--- src/rtl/ground_pkg.sv ---
// ground_pkg
//   Shared types and widths for the ground carry tracker.
//   carry_state_t : rider state machine encoding
//   POS_W         : width of signed screen positions
//   CARRY_W       : width of signed per-frame carry outputs
//   CALC_W        : one guard bit over POS_W so position differences never wrap
//   sat_carry()   : clamp a CALC_W-wide signed value to +/-max_c and narrow to CARRY_W

package ground_pkg;

    localparam int unsigned POS_W   = 11;
    localparam int unsigned CARRY_W = 8;
    localparam int unsigned CALC_W  = POS_W + 1;

    typedef enum logic [1:0] {
        IDLE,
        LANDING,
        RIDING,
        DETACH
    } carry_state_t;

    // max_c must fit in CARRY_W as a positive signed value.
    function automatic logic signed [CARRY_W-1:0] sat_carry(
        input logic signed [CALC_W-1:0] value,
        input int unsigned              max_c
    );
        logic signed [CALC_W-1:0] pos_lim;
        logic signed [CALC_W-1:0] neg_lim;
        logic signed [CALC_W-1:0] clamped;
        pos_lim = $signed(CALC_W'(max_c));
        neg_lim = -pos_lim;
        if (value > pos_lim) begin
            clamped = pos_lim;
        end else if (value < neg_lim) begin
            clamped = neg_lim;
        end else begin
            clamped = value;
        end
        return CARRY_W'(clamped);
    endfunction

endpackage

--- src/rtl/frame_delta.sv ---
// frame_delta
//   Per-axis frame-to-frame displacement of the ground piece. Remembers the
//   position seen at the previous start-of-frame and reports the saturated
//   difference for the current one. The first frame after reset reports 0.
// Ports
//   clk    in   system clock
//   reset  in   asynchronous active-high reset
//   sof    in   start-of-frame pulse; captures pos as the new reference
//   pos    in   current ground position (signed, POS_W)
//   delta  out  saturated pos - prev (signed, CARRY_W), valid on the sof cycle

module frame_delta
    import ground_pkg::*;
#(
    parameter int unsigned MAX_CARRY = 31
) (
    input  logic                      clk,
    input  logic                      reset,
    input  logic                      sof,
    input  logic signed [POS_W-1:0]   pos,
    output logic signed [CARRY_W-1:0] delta
);

    logic signed [POS_W-1:0]  prev_q;
    logic                     prev_valid_q;
    logic signed [CALC_W-1:0] diff;

    always_ff @(posedge clk or posedge reset) begin
        if (reset) begin
            prev_q       <= '0;
            prev_valid_q <= 1'b0;
        end else if (sof) begin
            prev_q       <= pos;
            prev_valid_q <= 1'b1;
        end
    end

    // Guard bit keeps e.g. +1023 - (-1024) representable before clamping.
    always_comb begin
        diff  = {pos[POS_W-1], pos} - {prev_q[POS_W-1], prev_q};
        delta = '0;
        if (prev_valid_q) begin
            delta = sat_carry(diff, MAX_CARRY);
        end
    end

endmodule

--- src/rtl/ground_carry_tracker.sv ---
// ground_carry_tracker
//   Lets the player ride a moving ground piece. Once per frame it measures how
//   far the ground moved, decides whether the player is standing on it, and
//   when riding emits that movement as a carry delta for the player-move block.
// Ports
//   clk              in   system clock
//   reset            in   asynchronous active-high reset
//   startOfFrame     in   one-cycle pulse per frame
//   groundTopLeftX/Y in   ground position (signed)
//   playerCenterX    in   player horizontal centre (signed)
//   collisionGround  in   feet/ground overlap, any cycle of the frame
//   playerJump       in   jump request, any cycle of the frame
//   carryDX/DY       out  carry for this frame, 0 unless riding
//   carryValid       out  one-cycle pulse the cycle after startOfFrame
//   riding           out  high while in the RIDING state

module ground_carry_tracker
    import ground_pkg::*;
#(
    parameter int unsigned PLAT_WIDTH      = 64,
    parameter int unsigned LAND_FRAMES     = 2,
    parameter int unsigned COOLDOWN_FRAMES = 8,
    parameter int unsigned MAX_CARRY       = 31
) (
    input  logic                      clk,
    input  logic                      reset,
    input  logic                      startOfFrame,
    input  logic signed [POS_W-1:0]   groundTopLeftX,
    input  logic signed [POS_W-1:0]   groundTopLeftY,
    input  logic signed [POS_W-1:0]   playerCenterX,
    input  logic                      collisionGround,
    input  logic                      playerJump,
    output logic signed [CARRY_W-1:0] carryDX,
    output logic signed [CARRY_W-1:0] carryDY,
    output logic                      carryValid,
    output logic                      riding
);

    localparam int unsigned LAND_W = 3;
    localparam int unsigned COOL_W = 4;

    // ------------------------------------------------------------------
    // Per-axis displacement
    // ------------------------------------------------------------------
    logic signed [CARRY_W-1:0] delta_x;
    logic signed [CARRY_W-1:0] delta_y;

    frame_delta #(
        .MAX_CARRY (MAX_CARRY)
    ) u_delta_x (
        .clk   (clk),
        .reset (reset),
        .sof   (startOfFrame),
        .pos   (groundTopLeftX),
        .delta (delta_x)
    );

    frame_delta #(
        .MAX_CARRY (MAX_CARRY)
    ) u_delta_y (
        .clk   (clk),
        .reset (reset),
        .sof   (startOfFrame),
        .pos   (groundTopLeftY),
        .delta (delta_y)
    );

    // ------------------------------------------------------------------
    // Sticky per-frame event flags
    // ------------------------------------------------------------------
    logic col_seen_q;
    logic jump_seen_q;
    logic col_eval;
    logic jump_eval;

    // Include the SOF-cycle inputs so an event on that cycle is not lost.
    always_comb begin
        col_eval  = col_seen_q | collisionGround;
        jump_eval = jump_seen_q | playerJump;
    end

    // ------------------------------------------------------------------
    // Horizontal range check, done one bit wider so groundX + width cannot wrap
    // ------------------------------------------------------------------
    logic signed [CALC_W-1:0] gx_ext;
    logic signed [CALC_W-1:0] gx_end;
    logic signed [CALC_W-1:0] px_ext;
    logic                     on_ground;

    always_comb begin
        gx_ext    = {groundTopLeftX[POS_W-1], groundTopLeftX};
        px_ext    = {playerCenterX[POS_W-1], playerCenterX};
        gx_end    = gx_ext + $signed(CALC_W'(PLAT_WIDTH));
        on_ground = col_eval && (px_ext >= gx_ext) && (px_ext < gx_end);
    end

    // ------------------------------------------------------------------
    // Rider state machine, advances only on startOfFrame
    // ------------------------------------------------------------------
    carry_state_t      state_q;
    carry_state_t      state_d;
    logic [LAND_W-1:0] land_cnt_q;
    logic [LAND_W-1:0] land_cnt_d;
    logic [COOL_W-1:0] cool_cnt_q;
    logic [COOL_W-1:0] cool_cnt_d;

    always_comb begin
        state_d    = state_q;
        land_cnt_d = land_cnt_q;
        cool_cnt_d = cool_cnt_q;
        if (startOfFrame) begin
            unique case (state_q)
                IDLE: begin
                    if (on_ground) begin
                        land_cnt_d = LAND_W'(1);
                        state_d    = (LAND_FRAMES == 1) ? RIDING : LANDING;
                    end
                end
                LANDING: begin
                    // Jump wins over contact seen in the same frame.
                    if (jump_eval) begin
                        state_d    = DETACH;
                        cool_cnt_d = COOL_W'(COOLDOWN_FRAMES);
                    end else if (!on_ground) begin
                        state_d    = IDLE;
                        land_cnt_d = '0;
                    end else begin
                        land_cnt_d = land_cnt_q + LAND_W'(1);
                        if (land_cnt_d == LAND_W'(LAND_FRAMES)) begin
                            state_d = RIDING;
                        end
                    end
                end
                RIDING: begin
                    if (jump_eval) begin
                        state_d    = DETACH;
                        cool_cnt_d = COOL_W'(COOLDOWN_FRAMES);
                    end else if (!on_ground) begin
                        state_d = IDLE;
                    end
                end
                DETACH: begin
                    // Contact is deliberately ignored until the cooldown expires.
                    cool_cnt_d = cool_cnt_q - COOL_W'(1);
                    if (cool_cnt_d == '0) begin
                        state_d    = IDLE;
                        land_cnt_d = '0;
                    end
                end
                default: begin
                    state_d = IDLE;
                end
            endcase
        end
    end

    // ------------------------------------------------------------------
    // State, flags and registered outputs
    // ------------------------------------------------------------------
    logic signed [CARRY_W-1:0] carry_dx_q;
    logic signed [CARRY_W-1:0] carry_dy_q;
    logic                      carry_valid_q;

    always_ff @(posedge clk or posedge reset) begin
        if (reset) begin
            state_q       <= IDLE;
            land_cnt_q    <= '0;
            cool_cnt_q    <= '0;
            col_seen_q    <= 1'b0;
            jump_seen_q   <= 1'b0;
            carry_dx_q    <= '0;
            carry_dy_q    <= '0;
            carry_valid_q <= 1'b0;
        end else begin
            state_q       <= state_d;
            land_cnt_q    <= land_cnt_d;
            cool_cnt_q    <= cool_cnt_d;
            carry_valid_q <= startOfFrame;
            if (startOfFrame) begin
                col_seen_q  <= 1'b0;
                jump_seen_q <= 1'b0;
                // Carry is gated by the state being entered, not the one being left.
                carry_dx_q  <= (state_d == RIDING) ? delta_x : '0;
                carry_dy_q  <= (state_d == RIDING) ? delta_y : '0;
            end else begin
                col_seen_q  <= col_eval;
                jump_seen_q <= jump_eval;
            end
        end
    end

    always_comb begin
        carryDX    = carry_dx_q;
        carryDY    = carry_dy_q;
        carryValid = carry_valid_q;
        riding     = (state_q == RIDING);
    end

endmodule

--- config.mk ---
export PLATFORM = sky130hd
export DESIGN_NAME = ground_carry_tracker
export DESIGN_NICKNAME = d
export VERILOG_FILES = /design/src/rtl/ground_pkg.sv /design/src/rtl/frame_delta.sv /design/src/rtl/ground_carry_tracker.sv
export SDC_FILE = /design/constraint.sdc
export NUM_CORES = 1
export LEC_CHECK = 0
export ABC_AREA = 1
export CORE_MARGIN = 2
export CORE_UTILIZATION = 55
export DETAILED_ROUTE_END_ITERATION = 7
export GPL_TIMING_DRIVEN = 0
export PLACE_DENSITY = 0.79
export SLEW_MARGIN = 5
export SYNTH_ARGS = -nofsm -noshare
export SYNTH_HDL_FRONTEND = slang
export SYNTH_SLANG_ARGS = --single-unit
--- constraint.sdc ---
create_clock -name clk -period 6.1 [get_ports clk]
set_input_delay 0.915 -clock clk [delete_from_list [all_inputs] [get_ports clk]]
set_output_delay 0.915 -clock clk [all_outputs]
set_load 0.01 [all_outputs]
==> impl_metrics.py, run 1 <==
metrics = {
    "status": {
        "status": "complete, no violations",
    },
    "pwr": {
        "p_switching_uw": 562,
        "cellLeakagePower_uw": 0.00295,
        "peakVddDrop_mv": 0.120,
        "clockPowerShare_pct": 19.0,
        "combPwrFrac_pct": 49.4,
        "p_int_uw": 803,
        "switching_share_pct": 41.2,
        "pwr-share-seq_pct": 31.6,
        "p_per_area_nw_per_um2": 259,
    },
    "die": {
        "ios": 56,
        "initial_core_util_pct": 57.3,
        "die-area_um2": 8830,
        "dieHeight_um": 94.0,
        "num_rows": 32,
        "core_area_um2": 7770,
        "die_w_um": 94.0,
    },
    "synthesis": {
        "syn-cell-area_um2": 4450,
        "syn_avg_cell_area_um2": 6.47,
        "syn-num-nets": 776,
        "syn_inst": 688,
        "yosysUniqueCellTypes": 29,
        "synth_seq_cells": 51,
        "yosysSeqAreaShare_pct": 28.7,
        "yosys_warnings": 0,
    },
    "layout": {
        "drive_above_1_share_pct": 3.46,
        "nNetsFinal": 839,
        "n_fill_cell": 711,
        "synthToLayoutAreaGrowth_pct": 18.4,
        "fin_cells": 854,
        "diodes": 0,
    },
    "clock_tree": {
        "clk_path_buf_depth": 2,
        "hold_buffers": 0,
        "cts_setup_buffers": 0,
        "clk_latency_ns": 0.31,
        "cts_tree": "yes",
        "cts.reportedPaths.clkPinSlew_ns": 0.10,
        "cts.sinks": 51,
        "cts_buffers": 5,
        "htree_levels": 2,
        "cts_root_buf": "clkbuf_8",
        "ctsResizeCount": 0,
    },
    "worst_setup_path": {
        "critPathArrivalTime_ns": 3.84,
        "critPathRequiredTime_ns": 6.31,
        "reg2reg_from": "u_delta_y.prev_q[0]$_DFFE_PP0P_",
        "r2r_cells": 16,
        "cp-end-kind": "flop",
        "crit_path_start": "groundTopLeftX[6]",
        "critical_path_class": "in2reg",
        "crit_path_start_kind": "input pin",
        "critPathMaxFanout": 10,
    },
    "drt": {
        "route.met2.wl_um": 5540,
        "first_iter_violations": 269,
        "vias_per_cell": 5.25,
        "dr.pass1.iters": 5,
        "detail-route-antenna-nets": 0,
        "num_vias": 4485,
        "maxUsedRoutingLayer": "met4",
        "dr_wl_met3_um": 366,
        "wl_per_cell_um": 12.9,
        "wl_met1_um": 4810,
        "drc": 0,
        "routed_wl_um": 11000,
    },
    "grt": {
        "gr-total-overflow": 0,
        "grt_pass1_wl_um": 18600,
        "grt_pass1_vias": 4396,
        "grt_antenna_before_repair": 0,
        "track_usage_pct": 26.0,
        "grt_max_degree": 29,
    },
    "timing": {
        "min_period_ns": 3.63,
        "rsz0062_at_grt": "no",
        "fin_crit_sh_pct": 59.5,
        "finalHoldViolations": 0,
        "drv_slew": 0,
        "fin_ws_ns": 2.47,
        "skew_ns": 0.00632,
        "setup_viol": 0,
        "relSlewSlack_pct": 61.2,
        "fmax_mhz": 276,
        "tns_ns": 0,
        "fin_hold_ws_ns": 0.492,
        "worst_pin_slew_ns": 0.581,
    },
    "placed_design": {
        "gp_congestion": 0.904,
        "place_hpwl_um": 8910,
        "io_buffers": 55,
        "placed_cells": 846,
        "pre_cts_ws_ns": 2.17,
    },
    "worst_hold_path": {
        "min_path_type": "reg2reg",
        "min_from": "carryDY[7]$_DFFE_PP0P_",
        "holdPathStages": 2,
    },
    "flow_run": {
        "cap_violations": 0,
    },
}
==> worst max-delay path, cell delays in order <==
cell,delay (ns)
clkdlybuf4s50_1,0.62
ha_1,0.23
nand3_1,0.10
xor2_1,0.17
ha_1,0.28
nand2_1,0.06
nor2_1,0.17
nand2_1,0.10
inv_1,0.06
nand2_1,0.05
nand4_1,0.09
nand2_1,0.07
nor2_1,0.12
nand2_1,0.08
inv_1,0.08
nand2_1,0.09
nand3_1,0.10
nand2_1,0.12
buf_4,0.19
nand3_1,0.10
nand2_1,0.06
==> Yosys cell counts <==
master     number  area, um2
a21boi_0        1       7.51
a21o_1          2       15.0
a21oi_1        23        115
a21oi_2         3       26.3
a2bb2oi_1       1       8.76
a31oi_1         2       12.5
and2_1          1       6.26
buf_4           2       15.0
clkbuf_1        7       26.3
dfrtp_1        51       1280
fa_1            2       40.0
ha_1           48        601
inv_1         117        439
inv_2           2       7.51
nand2_1       234        878
nand2_2         5       31.3
nand3_1        57        285
nand3b_1        4       30.0
nand4_1        18        113
nor2_1         58        218
nor2_2          1       6.26
nor3_1          2       10.0
o2111ai_1       1       8.76
o21ai_0        29        145
o21bai_1        2       15.0
o22ai_1         3       18.8
or2_2           3       18.8
xnor2_1         3       26.3
xor2_1          6       52.6
==> power by group through the flow <==
| stage | Sequential, uW | Clock, uW | Combinational (uW) |
|---|---|---|---|
| after floorplan | 441 | 0 | 469 |
| after global routing | 439 | 279 | 764 |
| after detailed placement | 439 | 0 | 665 |
| after CTS | 432 | 264 | 669 |
| final | 432 | 259 | 674 |
| after global placement | 436 | 0 | 637 |
==> sequential cells by signal, summed over array words and instances (netlist names) <==
register / count
u_delta_y.prev_q: 11
jump_seen_q: 1
u_delta_x.prev_valid_q: 1
land_cnt_q: 3
u_delta_x.prev_q: 11
carryValid: 1
state_q: 2
col_seen_q: 1
carryDX: 8
carryDY: 8
cool_cnt_q: 4
==> per-stage QoR <==
| stage | total power [uW] | utilization, % | instance area, um2 |
|---|---|---|---|
| final | 1360 | 67.9 | 5270 |
| after detailed placement | 1100 | 66.3 | 5150 |
| after global routing | 1480 | 67.9 | 5270 |
| after global placement | 1070 | 66.1 | 5130 |
| after floorplan | 909 | - | 4450 |
| after CTS | 1360 | 67.9 | 5270 |
==> cell families (layout without fill, tap and decap cells) <==
| logic type | count (synthesis) | count (layout) | synth area share, % |
|---|---|---|---|
| adder cells (fa/ha/maj) | 50 | 50 | 14.4 |
| flip-flops | 51 | 51 | 28.7 |
| AND/OR/NAND/NOR | 383 | 383 | 35.9 |
| XOR/XNOR | 9 | 9 | 1.77 |
| buffers and inverters | 128 | 192 | 11.0 |
| AO/OA/AOI/OAI | 67 | 67 | 8.37 |
==> cells in the final DEF (no fill, tap or decap), types with 2 or more instances in the layout <==
| cell type | count |
|---|---|
| inv_1 | 116 |
| buf_4 | 2 |
| clkbuf_8 | 6 |
| o22ai_1 | 3 |
| o21bai_1 | 2 |
| xnor2_1 | 3 |
| nand3b_1 | 4 |
| o21ai_0 | 29 |
| fa_1 | 2 |
| nand2_1 | 234 |
| clkbuf_1 | 7 |
| dfrtp_1 | 51 |
| nor2_1 | 58 |
| nand4_1 | 18 |
| or2_2 | 3 |
| xor2_1 | 6 |
| ha_1 | 48 |
| clkdlybuf4s50_1 | 55 |
| a21oi_1 | 23 |
| a21o_1 | 2 |
| nor3_1 | 2 |
| nand3_1 | 57 |
| inv_2 | 3 |
| nand2_2 | 5 |
| a31oi_1 | 2 |
| a21oi_2 | 3 |
==> metal layers <==
| metal | global-route usage, % | vias up |
|---|---|---|
| met3 | 3.29 | 28 |
| li1 | - | 2290 |
| met1 | 30.7 | 2062 |
| met2 | 48.3 | 105 |
| met5 | 0 | - |
| met4 | 8.45 | 0 |
==> final timing paths <==
kind	end	slack (ns)
max reg2reg	carryDY[4]$_DFFE_PP0P_	3.64
min	carryDY[7]$_DFFE_PP0P_	0.49
max in group asynchronous	carryDX[2]$_DFFE_PP0P_	4.57
max	carryDY[4]$_DFFE_PP0P_	2.47
min reg2reg	carryDY[7]$_DFFE_PP0P_	0.49
min in group asynchronous	jump_seen_q$_DFF_PP0_	0.98
==> cell type report <==
| type | count | area (um2) | share of cell area, % |
|---|---|---|---|
| Multi-Input combinational cell | 509 | 2690 | 51.0 |
| Inverter | 119 | 447 | 8.47 |
| Timing Repair Buffer | 56 | 571 | 10.8 |
| Clock inverter | 2 | 38.8 | 0.736 |
| Buffer | 9 | 41.3 | 0.783 |
| Clock buffer | 6 | 82.6 | 1.57 |
| Tap cell | 102 | 128 | 2.42 |
| Sequential cell | 51 | 1280 | 24.2 |
No activity file was read; power rests on OpenSTA's default activity.
==> inputs of run 2 (changes only) <==
==> constraint.sdc (replaced) <==
create_clock -name clk -period 3.6 [get_ports clk]
set_input_delay 0.54 -clock clk [delete_from_list [all_inputs] [get_ports clk]]
set_output_delay 0.54 -clock clk [all_outputs]
set_load 0.01 [all_outputs]
==> results of run 2 <==
The final DEF is identical to that of run 1. Status: complete, no violations.
Among the figures that moved: setup slack after placement 2.17 ns -> 0.0401 ns; setup slack after layout 2.47 ns -> 0.348 ns; register-to-register setup slack 3.64 ns -> 1.14 ns; total power 1360 uW -> 2310 uW; worst IR drop on VDD 0.120 mV -> 0.202 mV
